`config.mk`:
```
export PLATFORM = sky130hd
export DESIGN_NAME = conv_mac_pipe
export DESIGN_NICKNAME = d
export VERILOG_FILES = /design/src/rtl/conv_mac_pkg.sv /design/src/rtl/conv_mac_mul_pipe.sv /design/src/rtl/conv_mac_pipe.sv
export SDC_FILE = /design/constraint.sdc
export NUM_CORES = 1
export LEC_CHECK = 0
export CORE_ASPECT_RATIO = 0.9
export CORE_MARGIN = 10
export CORE_UTILIZATION = 55
export DETAILED_ROUTE_END_ITERATION = 10
export MAX_ROUTING_LAYER = met4
export PLACE_DENSITY = 0.79
export SETUP_SLACK_MARGIN = 0.02
export SYNTH_ARGS = -nofsm -noshare
export SYNTH_HDL_FRONTEND = slang
export SYNTH_HIERARCHICAL = 1
export SYNTH_SLANG_ARGS = --single-unit
export TNS_END_PERCENT = 30
```
`constraint.sdc`:
```
create_clock -name clk -period 12.89 [get_ports clk]
set_clock_uncertainty 0.2 [all_clocks]
set_input_delay 1.9335 -clock clk [delete_from_list [all_inputs] [get_ports clk]]
set_output_delay 1.9335 -clock clk [all_outputs]
set_load 0.01 [all_outputs]
```
`src/rtl/conv_mac_pkg.sv`:
```
// Shared constants and the result-conversion helper for the convolution MAC datapath.
package conv_mac_pkg;

    localparam logic MODE_MUL = 1'b0;
    localparam logic MODE_ACC = 1'b1;

    // Widest value the conversion helper handles; callers size-cast in and out.
    localparam int CONV_W = 64;

    // Clamp val to an out_w-bit signed range when sat is set, else pass it through
    // so the caller's narrowing cast keeps the two's-complement LSBs.
    function automatic logic signed [CONV_W-1:0] sat_trunc(
        input logic signed [CONV_W-1:0] val,
        input int unsigned              out_w,
        input logic                     sat
    );
        logic signed [CONV_W-1:0] max_v;
        logic signed [CONV_W-1:0] min_v;
        max_v = (64'sd1 <<< (out_w - 1)) - 64'sd1;
        min_v = -max_v - 64'sd1;
        if (sat && (val > max_v)) begin
            return max_v;
        end
        if (sat && (val < min_v)) begin
            return min_v;
        end
        return val;
    endfunction

endpackage

```
`src/rtl/conv_mac_mul_pipe.sv`:
```
// Signed multiplier with operand registers and a NUM_STAGE product chain; valid/mode/last
// ride alongside. Data registers carry no reset so the chain can be absorbed into a DSP.
module conv_mac_mul_pipe #(
    parameter int NUM_STAGE = 2,
    parameter int A_WIDTH   = 16,
    parameter int B_WIDTH   = 8
) (
    input  logic                                clk,
    input  logic                                reset,
    input  logic                                ce,
    input  logic                                in_valid,
    input  logic                                in_mode,
    input  logic                                in_last,
    input  logic signed [A_WIDTH-1:0]           din0,
    input  logic signed [B_WIDTH-1:0]           din1,
    output logic                                p_valid,
    output logic                                p_mode,
    output logic                                p_last,
    output logic signed [A_WIDTH+B_WIDTH-1:0]   p_data
);
    localparam int P_W = A_WIDTH + B_WIDTH;

    logic signed [A_WIDTH-1:0] a_q;
    logic signed [B_WIDTH-1:0] b_q;
    logic [2:0]                side_q;
    logic signed [P_W-1:0]     prod_d;
    logic signed [P_W-1:0]     prod_q  [NUM_STAGE];
    logic [2:0]                pside_q [NUM_STAGE];

    assign prod_d = a_q * b_q;

    always_ff @(posedge clk) begin
        if (ce) begin
            a_q       <= din0;
            b_q       <= din1;
            prod_q[0] <= prod_d;
            for (int i = 1; i < NUM_STAGE; i++) begin
                prod_q[i] <= prod_q[i-1];
            end
        end
    end

    // Sideband {valid, mode, last}; only this needs reset to discard in-flight beats.
    always_ff @(posedge clk or posedge reset) begin
        if (reset) begin
            side_q <= '0;
            for (int i = 0; i < NUM_STAGE; i++) begin
                pside_q[i] <= '0;
            end
        end else if (ce) begin
            side_q     <= {in_valid, in_mode, in_last};
            pside_q[0] <= side_q;
            for (int i = 1; i < NUM_STAGE; i++) begin
                pside_q[i] <= pside_q[i-1];
            end
        end
    end

    assign p_valid = pside_q[NUM_STAGE-1][2];
    assign p_mode  = pside_q[NUM_STAGE-1][1];
    assign p_last  = pside_q[NUM_STAGE-1][0];
    assign p_data  = prod_q[NUM_STAGE-1];

endmodule

```
`src/rtl/conv_mac_pipe.sv`:
```
// Pipelined signed multiply / multiply-accumulate: product pipe, group accumulator,
// saturating or truncating output conversion, registered result.
module conv_mac_pipe
    import conv_mac_pkg::*;
#(
    parameter int NUM_STAGE  = 2,
    parameter int din0_WIDTH = 16,
    parameter int din1_WIDTH = 8,
    parameter int ACC_WIDTH  = 32,
    parameter int dout_WIDTH = 24,
    parameter int SATURATE   = 0
) (
    input  logic                         clk,
    input  logic                         reset,
    input  logic                         ce,
    input  logic                         in_valid,
    input  logic                         in_mode,
    input  logic                         in_last,
    input  logic signed [din0_WIDTH-1:0] din0,
    input  logic signed [din1_WIDTH-1:0] din1,
    output logic                         out_valid,
    output logic signed [dout_WIDTH-1:0] dout
);
    localparam int P_W = din0_WIDTH + din1_WIDTH;

    logic                         p_valid;
    logic                         p_mode;
    logic                         p_last;
    logic signed [P_W-1:0]        p_data;

    logic signed [ACC_WIDTH-1:0]  acc_q, acc_d;
    logic                         out_valid_q, out_valid_d;
    logic signed [dout_WIDTH-1:0] dout_q, dout_d;
    logic signed [ACC_WIDTH-1:0]  p_ext;
    logic signed [ACC_WIDTH-1:0]  sum;
    logic signed [ACC_WIDTH-1:0]  result;

    conv_mac_mul_pipe #(
        .NUM_STAGE (NUM_STAGE),
        .A_WIDTH   (din0_WIDTH),
        .B_WIDTH   (din1_WIDTH)
    ) u_mul (
        .clk      (clk),
        .reset    (reset),
        .ce       (ce),
        .in_valid (in_valid),
        .in_mode  (in_mode),
        .in_last  (in_last),
        .din0     (din0),
        .din1     (din1),
        .p_valid  (p_valid),
        .p_mode   (p_mode),
        .p_last   (p_last),
        .p_data   (p_data)
    );

    always_comb begin
        p_ext       = ACC_WIDTH'(p_data);
        sum         = acc_q + p_ext;
        result      = p_ext;
        acc_d       = acc_q;
        out_valid_d = 1'b0;
        dout_d      = dout_q;
        if (p_valid) begin
            if (p_mode == MODE_MUL) begin
                out_valid_d = 1'b1;
            end else if (p_last) begin
                result      = sum;
                out_valid_d = 1'b1;
                acc_d       = '0;
            end else begin
                acc_d = sum;
            end
        end
        // Saturation only ever applies here; the accumulator itself wraps.
        if (out_valid_d) begin
            dout_d = dout_WIDTH'(sat_trunc(CONV_W'(result), dout_WIDTH, SATURATE != 0));
        end
    end

    always_ff @(posedge clk or posedge reset) begin
        if (reset) begin
            acc_q       <= '0;
            out_valid_q <= 1'b0;
            dout_q      <= '0;
        end else if (ce) begin
            acc_q       <= acc_d;
            out_valid_q <= out_valid_d;
            dout_q      <= dout_d;
        end
    end

    assign out_valid = out_valid_q;
    assign dout      = dout_q;

endmodule

```
Word-level counts from Yosys, hierarchy flattened
Memory sizes are Yosys's and may differ from the RTL's.
Index checks and enable logic that the tools add are counted.
{"block": "classes", "add_sub_neg": 1, "n_mul": 1, "muxes": 9, "n_reduce_logical": 2}
{"op": "2-to-1 mux 24 bit", "n": 3}
{"op": "adder 32 x 24 -> 32 bit", "n": 1}
{"op": "2-to-1 mux 32 bit", "n": 1}
{"op": "multiplier 16 x 8 -> 24 bit", "n": 1}
{"op": "2-to-1 mux 1 bit", "n": 5}
{"op": "AND reduction 3 bit", "n": 1}
{"op": "AND reduction 2 bit", "n": 1}
{"block": "totals", "ff_bits": 90, "mem_bits_rw": 48, "input_bits": 30, "mem_count": 1}
{"memory": "u_mul.prod_q", "words": 2, "word_bits": 24, "rd": 2, "rd_ports_with_merged_regs": 0, "wr": 2, "line": "conv_mac_mul_pipe.sv:27", "text": "logic signed [P_W-1:0] prod_q [NUM_STAGE];"}

Longest topological paths before layout
Gate-level depths: netlist of run 1.
An unclocked memory read counts as a cell.
{"block": "depth", "depth_word": 5, "mapped_depth": 17, "mapped_depth_nobuf": 16}

Cells and area by module
Netlist of run 1, hierarchy kept.
{"module": "conv_mac_mul_pipe", "instances": 1, "cells_per_inst": 683, "area_each_um2": 7513.5}
{"module": "conv_mac_pipe", "instances": 1, "cells_per_inst": 383, "area_each_um2": 3408.3}

Worst setup path after synthesis of run 1
Ideal clock, no wire load.
{"block": "synth_timing", "path_type": "register -> register", "start": "reg u_mul.b_q[7]", "end": "mem u_mul/prod_q[0][22] in the netlist's numbering (data pin)", "setup_ns": 0.266, "arrival_ns": 4.430, "slack_ns": 7.994, "stages_incl_launch_ff": 15, "path_buffers": 1, "synth_period_minus_slack_ns": 4.896, "path_cell_list": "edfxtp_1 inv_1 buf_1 nor2_1 fa_1 fa_1 fa_1 inv_1 fa_1 inv_1 ha_1 and4_2 nand2_1 or4_1 nor4b_1"}
{"item": "start: declaration", "line": "conv_mac_mul_pipe.sv:24", "text": "logic signed [B_WIDTH-1:0] b_q;"}
{"item": "start signal: assignment", "line": "conv_mac_mul_pipe.sv:35", "text": "b_q <= din1;"}
{"item": "end: declaration", "line": "conv_mac_mul_pipe.sv:27"}

==> results.py, run 1 <==
metrics = {
    "floorplan": {
        "die_w_um": 168.5,
        "die_area_um2": 25900,
        "die-height_um": 153.7,
        "coreArea_um2": 19340,
        "start_util_pct": 56.48,
        "rows": 48,
        "io_pins": 55,
    },
    "clock_tree": {
        "cts_buffers": 17,
        "clock_latency_ns": 0.42,
        "clk_pin_slew_ns": 0.06,
        "cts_buffer_depth": 2,
        "h-tree-depth": 4,
        "tritoncts": "yes",
        "post_cts_resized": 0,
        "postCtsSetupBuffers": 0,
        "root_buffer": "clkbuf_16",
        "cts_sinks": 130,
        "cts-hold-fix-buffers": 0,
    },
    "power": {
        "p_leak_nw": 5.448,
        "total_power_mw": 3.425,
        "ir_drop_uv": 144.9,
        "power.density_nw_per_um2": 283.9,
    },
    "layout": {
        "seqCellArea_um2": 3613,
        "num-nets-final": 1290,
        "drive_gt1_share_pct": 6.182,
        "fill_cells": 1585,
        "diodes": 0,
        "multi_input_area_um2": 6399,
        "area_growth_pct": 10.45,
    },
    "timing": {
        "grt_setup_unrepaired": "no",
        "period_minus_slack_ns": 5.204,
        "min_period_over_period_pct": 40.37,
        "finalMaxSlewViolations": 0,
        "hold_viol": 0,
        "maxSlewHeadroom_pct": 29.30,
        "tns_ns": 0,
        "setup_viol": 0,
        "tightest_slew_ns": 1.060,
        "fmax_mhz": 192.2,
    },
    "routing": {
        "drtIter0Drc": 540,
        "vias": 7585,
        "wl_per_cell_um": 16.89,
        "route.detailed.drc": 0,
        "ant_nets": 0,
        "drt_first_pass_iters": 5,
        "finalWirelength_um": 22800,
        "routed_via_density": 5.619,
    },
    "place": {
        "io_buffers": 54,
        "place_congestion": 0.9774,
        "dp_hpwl_um": 17220,
    },
    "setup_path": {
        "path_class": "flip-flop to flip-flop",
        "critPathMaxFanout": 15,
        "cp.required_ns": 12.84,
        "worstSetupStartpointType": "flip-flop",
        "cp_data_arrival_time_ns": 5.15,
        "end_kind": "flip-flop",
    },
    "logic_synthesis": {
        "synth_edf_count": 72,
        "synth_nets": 1268,
        "synth_top_area_cell": "edfxtp_1",
        "synth_warnings": 6,
        "async_reset_ff_share_pct": 44.62,
        "synthCells": 1066,
        "yosysUniqueCellTypes": 75,
        "yosys-top-cells-area": "edfxtp_1 20%, fa_1 19%, dfrtp_1 13%",
        "netlist_area_um2": 10920,
        "synth_seq_area_share_pct": 33.09,
        "synth.most_common_cell": "inv_1",
        "avgSynthCellArea_um2": 10.25,
        "synth-main-ff-cell": "edfxtp_1",
        "ys_ff_latch": 130,
        "synth_top_area_share_pct": 19.80,
        "synth_common_cells": "158 x inv_1, 104 x fa_1, 89 x and2_1, 89 x nand2_1, 72 x edfxtp_1",
    },
    "grt": {
        "track_usage_pct": 18.46,
        "overflow": 0,
        "first_global_vias": 7708,
        "grt_pass1_wl_um": 38540,
        "grt_max_degree": 52,
        "antenna_found_initial": 0,
    },
    "worst_hold_path": {
        "hp-class": "flip-flop to flip-flop",
    },
    "status": {
        "status": "complete, no violations",
    },
    "job": {
        "max_cap_violations": 0,
    },
}
critical path, stage by stage (launching register included):
cell	delay, ns
edfxtp_1	0.41
inv_1	0.40
nor2_1	0.14
fa_1	0.53
fa_1	0.54
fa_1	0.55
inv_1	0.05
fa_1	0.52
inv_1	0.04
ha_1	0.35
a211o_1	0.34
a211oi_1	0.48
a221oi_1	0.20
nand2_1	0.09
o211ai_1	0.09
cell families (layout without fill, tap and decap cells):
family          after synthesis  after routing  synth area share (%)
mux                          15             15                 1.478
xor+xnor                     36             36                 2.887
simple gates                300            300                 14.50
flops                       130            130                 33.09
fa+ha+maj                   172            172                 26.85
compound gates              197            197                 12.83
buf+inv                     216            250                 8.363
sequential cells by signal, indices dropped and copies added, names as in the netlist, 3 cells and up:
name,count
u_mul/prod_q,48
acc_q,24
dout,24
u_mul/a_q,16
u_mul/b_q,8
u_mul/pside_q,3
u_mul/side_q,3
per-stage QoR:
step | worst slack (ns) | utilization (%) | cell area (µm²) | hold WS, ns | std cells
floorplan | 7.994 | - | 10920 | 0.2003 | 1066
global placement | 7.801 | 59.51 | 11510 | 0.2006 | 1319
detailed placement | 7.701 | 59.51 | 11510 | 0.2045 | 1319
CTS | 7.720 | 62.38 | 12060 | 0.2172 | 1350
global route | 7.427 | 62.38 | 12060 | 0.2196 | 1350
finish | 7.686 | 62.38 | 12060 | 0.2161 | 1350
where the power goes:
group	internal, mW	leakage, nW	switching (mW)	total (mW)
Sequential	0.660	1.42	0.0904	0.750
Combinational	0.938	3.76	1.27	2.21
Clock	0.268	0.275	0.195	0.463
Total	1.87	5.45	1.56	3.42
routing by layer:
| layer | GRT usage, % | vias to the layer above | share of wire [%] |
|---|---|---|---|
| met5 | - | - | 0 |
| li1 | - | 3614 | - |
| met3 | 3.746 | 26 | 5.8 |
| met4 | 5.385 | 0 | 1.6 |
| met1 | 24.34 | 3697 | 46 |
| met2 | 28.36 | 248 | 46 |
cell type report:
cell class                 instances  share of cell area (%)
inverter                         158                   4.917
sequential                       130                   29.96
clock inverter                    13                   1.037
timing repair buffer              61                   4.896
multi-input combinational        720                   53.04
tap                              250                   2.593
clock buffer                      18                   3.558
worst paths after layout:
check | slack (ns) | end | cells past startpoint | startpoint
hold reg to reg | 0.22 | u_mul/prod_q[0][29] | 0 | u_mul/prod_q[0][5]
min in group asynchronous | 1.62 | u_mul/pside_q[5] | 2 | reset
max in group asynchronous | 9.89 | dout[8] | 2 | reset
setup / recovery | 7.69 | u_mul/prod_q[0][20] | 14 | u_mul/b_q[7]
hold / removal | 0.22 | u_mul/prod_q[0][29] | 0 | u_mul/prod_q[0][5]
setup reg to reg | 7.69 | u_mul/prod_q[0][20] | 14 | u_mul/b_q[7]
cells in the final DEF (no fill, tap or decap), types with 22 or more instances in the layout:
cell,synthesis,final
a21o_1,22,22
a21oi_1,39,38
and2_1,89,89
clkdlybuf4s50_1,0,53
dfrtp_1,58,58
edfxtp_1,72,72
fa_1,104,104
ha_1,68,68
inv_1,158,157
nand2_1,89,89
nor2_1,47,47
o21ai_0,27,27
xnor2_1,25,25
No activity file was read; power rests on OpenSTA's default activity.
==> inputs of run 2 (changes only) <==
--- a/config.mk
+++ b/config.mk
@@ -10,7 +10,7 @@
 export CORE_UTILIZATION = 55
 export DETAILED_ROUTE_END_ITERATION = 10
 export MAX_ROUTING_LAYER = met4
-export PLACE_DENSITY = 0.79
+export PLACE_DENSITY = 0.82
 export SETUP_SLACK_MARGIN = 0.02
 export SYNTH_ARGS = -nofsm -noshare
 export SYNTH_HDL_FRONTEND = slang
==> constraint.sdc (replaced) <==
create_clock -name clk -period 4.39 [get_ports clk]
set_clock_uncertainty 0.2 [all_clocks]
set_input_delay 0.6585 -clock clk [delete_from_list [all_inputs] [get_ports clk]]
set_output_delay 0.6585 -clock clk [all_outputs]
set_load 0.01 [all_outputs]
==> results.py, run 2 (synthesized netlist as in run 1, its figures left out) <==
metrics = {
    "routing": {
        "vias": 8163,
        "drt_first_pass_iters": 6,
        "wl_per_cell_um": 17.50,
        "routed_via_density": 5.637,
        "finalWirelength_um": 25340,
        "drtIter0Drc": 542,
        "ant_nets": 0,
        "route.detailed.drc": 0,
    },
    "layout": {
        "fill_cells": 1349,
        "seqCellArea_um2": 3613,
        "final_cell_mix": "142 x inv_1, 96 x fa_1, 95 x buf_4, 80 x nand2_1, 75 x and2_1",
        "diodes": 0,
        "largest_register": "u_mul/prod_q",
        "largest_register_ffs": 48,
        "drive_gt1_share_pct": 21.79,
        "num-nets-final": 1387,
        "multi_input_area_um2": 6894,
        "mostFrequentLayoutCell": "inv_1",
        "area_growth_pct": 22.56,
    },
    "worst_hold_path": {
        "min_to": "u_mul/prod_q[0][29]",
        "worstHoldStart": "u_mul/prod_q[0][5]",
        "hold_path_depth": 0,
        "hp-class": "flip-flop to flip-flop",
    },
    "timing": {
        "hold_viol": 0,
        "finalMaxSlewViolations": 0,
        "maxSlewHeadroom_pct": 28.65,
        "grt_setup_unrepaired": "yes",
        "worst_slack_ns": -0.3086,
        "min_period_over_period_pct": 107.0,
        "tightest_slew_ns": 1.066,
        "fmax_mhz": 212.8,
        "period_minus_slack_ns": 4.699,
        "setup_viol": 12,
    },
    "floorplan": {
        "die_area_um2": 25900,
        "die_w_um": 168.5,
        "start_util_pct": 56.48,
        "io_pins": 55,
        "coreArea_um2": 19340,
        "rows": 48,
        "die-height_um": 153.7,
    },
    "setup_path": {
        "cp_data_arrival_time_ns": 4.67,
        "critPathMaxFanout": 7,
        "cpMostUsedCell": "fa_1",
        "end_kind": "flip-flop",
        "slowest_stage": "fa_1",
        "path_class": "flip-flop to flip-flop",
        "r2r_slack_ns": -0.31,
        "crit_chain": "clkinv_4 -> buf_6 -> nor2_4 -> fa_1 -> fa_1 -> fa_1 -> inv_2 -> fa_1 -> inv_2 -> ha_4 -> and4_4 -> nand2_2 -> or4_1 -> nor4b_2",
        "cp.required_ns": 4.36,
        "slowest_delay_ns": 0.56,
        "critPathTopFamily": "adder cells",
        "worstSetupStartpointType": "flip-flop",
        "reg2reg_from": "u_mul/b_q[7]",
        "r2r-end": "u_mul/prod_q[0][22]",
        "worst-path-buf-inv": 4,
        "reg2reg_depth": 14,
    },
    "status": {
        "violations": "negative setup slack",
        "status": "finished, violations left",
    },
    "clock_tree": {
        "tritoncts": "yes",
        "cts_buffer_depth": 2,
        "clk_pin_slew_ns": 0.06,
        "clock_latency_ns": 0.42,
        "cts-hold-fix-buffers": 0,
        "cts_buffers": 17,
        "root_buffer": "clkbuf_16",
        "h-tree-depth": 4,
        "cts_sinks": 130,
    },
    "grt": {
        "first_global_vias": 8558,
        "track_usage_pct": 19.97,
        "grt_pass1_wl_um": 41490,
        "overflow": 0,
        "grt_max_degree": 60,
        "antenna_found_initial": 0,
    },
    "place": {
        "pre_cts_slack_ns": -0.3435,
        "dp_hpwl_um": 18120,
        "io_buffers": 54,
        "place_congestion": 0.9861,
    },
    "job": {
        "max_cap_violations": 0,
    },
}
==> run 2: cell count changes in the layout (fill, tap and decap cells not counted), moves of 8 or more <==
| cell | previous run | this run |
|---|---|---|
| fa_1 | 104 | 96 |
| inv_1 | 157 | 142 |
| fa_2 | 0 | 8 |
| and2_1 | 89 | 75 |
| inv_2 | 1 | 14 |
| buf_4 | 8 | 95 |
| and2_4 | 1 | 15 |
| nand2_1 | 89 | 80 |
| ha_4 | 0 | 16 |
| nor2_2 | 0 | 9 |
| nor2_1 | 47 | 37 |
| ha_1 | 68 | 52 |
==> run 2: through the flow <==
step	cells	instance area [µm²]	TNS, ns	hold slack [ns]	utilization [%]
floorplan	1066	11280	-0.1910	0.2003	-
global placement	1394	12390	-1.433	0.2008	64.09
detailed placement	1394	12390	-2.417	0.2045	64.09
CTS	1436	13170	-1.230	0.2143	68.09
global route	1448	13390	-4.162	0.2191	69.22
finish	1448	13390	-2.523	0.2074	69.22
==> run 2: repair_timing <==
action | CTS | global route
buffers inserted | 10 | 12
setup endpoints to repair | 12 | 14
gates resized for setup | 28 | 39
pin swaps | 15 | 27
endpoints found under the hold margin | 0 | 0
cloned | 0 | 0
==> run 2: layout make-up <==
class / count / area share [%]
sequential: 130 / 27.00
timing repair buffer: 158 / 10.33
tap: 250 / 2.337
inverter: 158 / 4.487
clock buffer: 19 / 3.234
clock inverter: 13 / 1.112
multi-input combinational: 720 / 51.51
==> run 2: layer usage <==
metal  track usage, %  vias to the layer above  wire, µm
li1                 -                     3815         -
met1            24.18                     3973     10730
met2            32.76                      321     12430
met3            4.205                       54      1544
met4            6.504                        0       633
met5                -                        -         0
==> run 2: worst max path at each step <==
stage	startpoint	end	slack, ns	depth (start not counted)
floorplan	u_mul/b_q[2]	u_mul/prod_q[0][22]	-0.09	15
global placement	u_mul/b_q[7]	u_mul/prod_q[0][16]	-0.18	14
detailed placement	u_mul/b_q[0]	u_mul/prod_q[0][18]	-0.34	16
CTS	u_mul/b_q[7]	u_mul/prod_q[0][22]	-0.21	15
global route	u_mul/b_q[7]	u_mul/prod_q[0][20]	-0.51	15
finish	u_mul/b_q[7]	u_mul/prod_q[0][22]	-0.31	14
Power of run 2 is not shown: default switching activity piles up to over one toggle a cycle in this logic, so the estimate is an artifact.
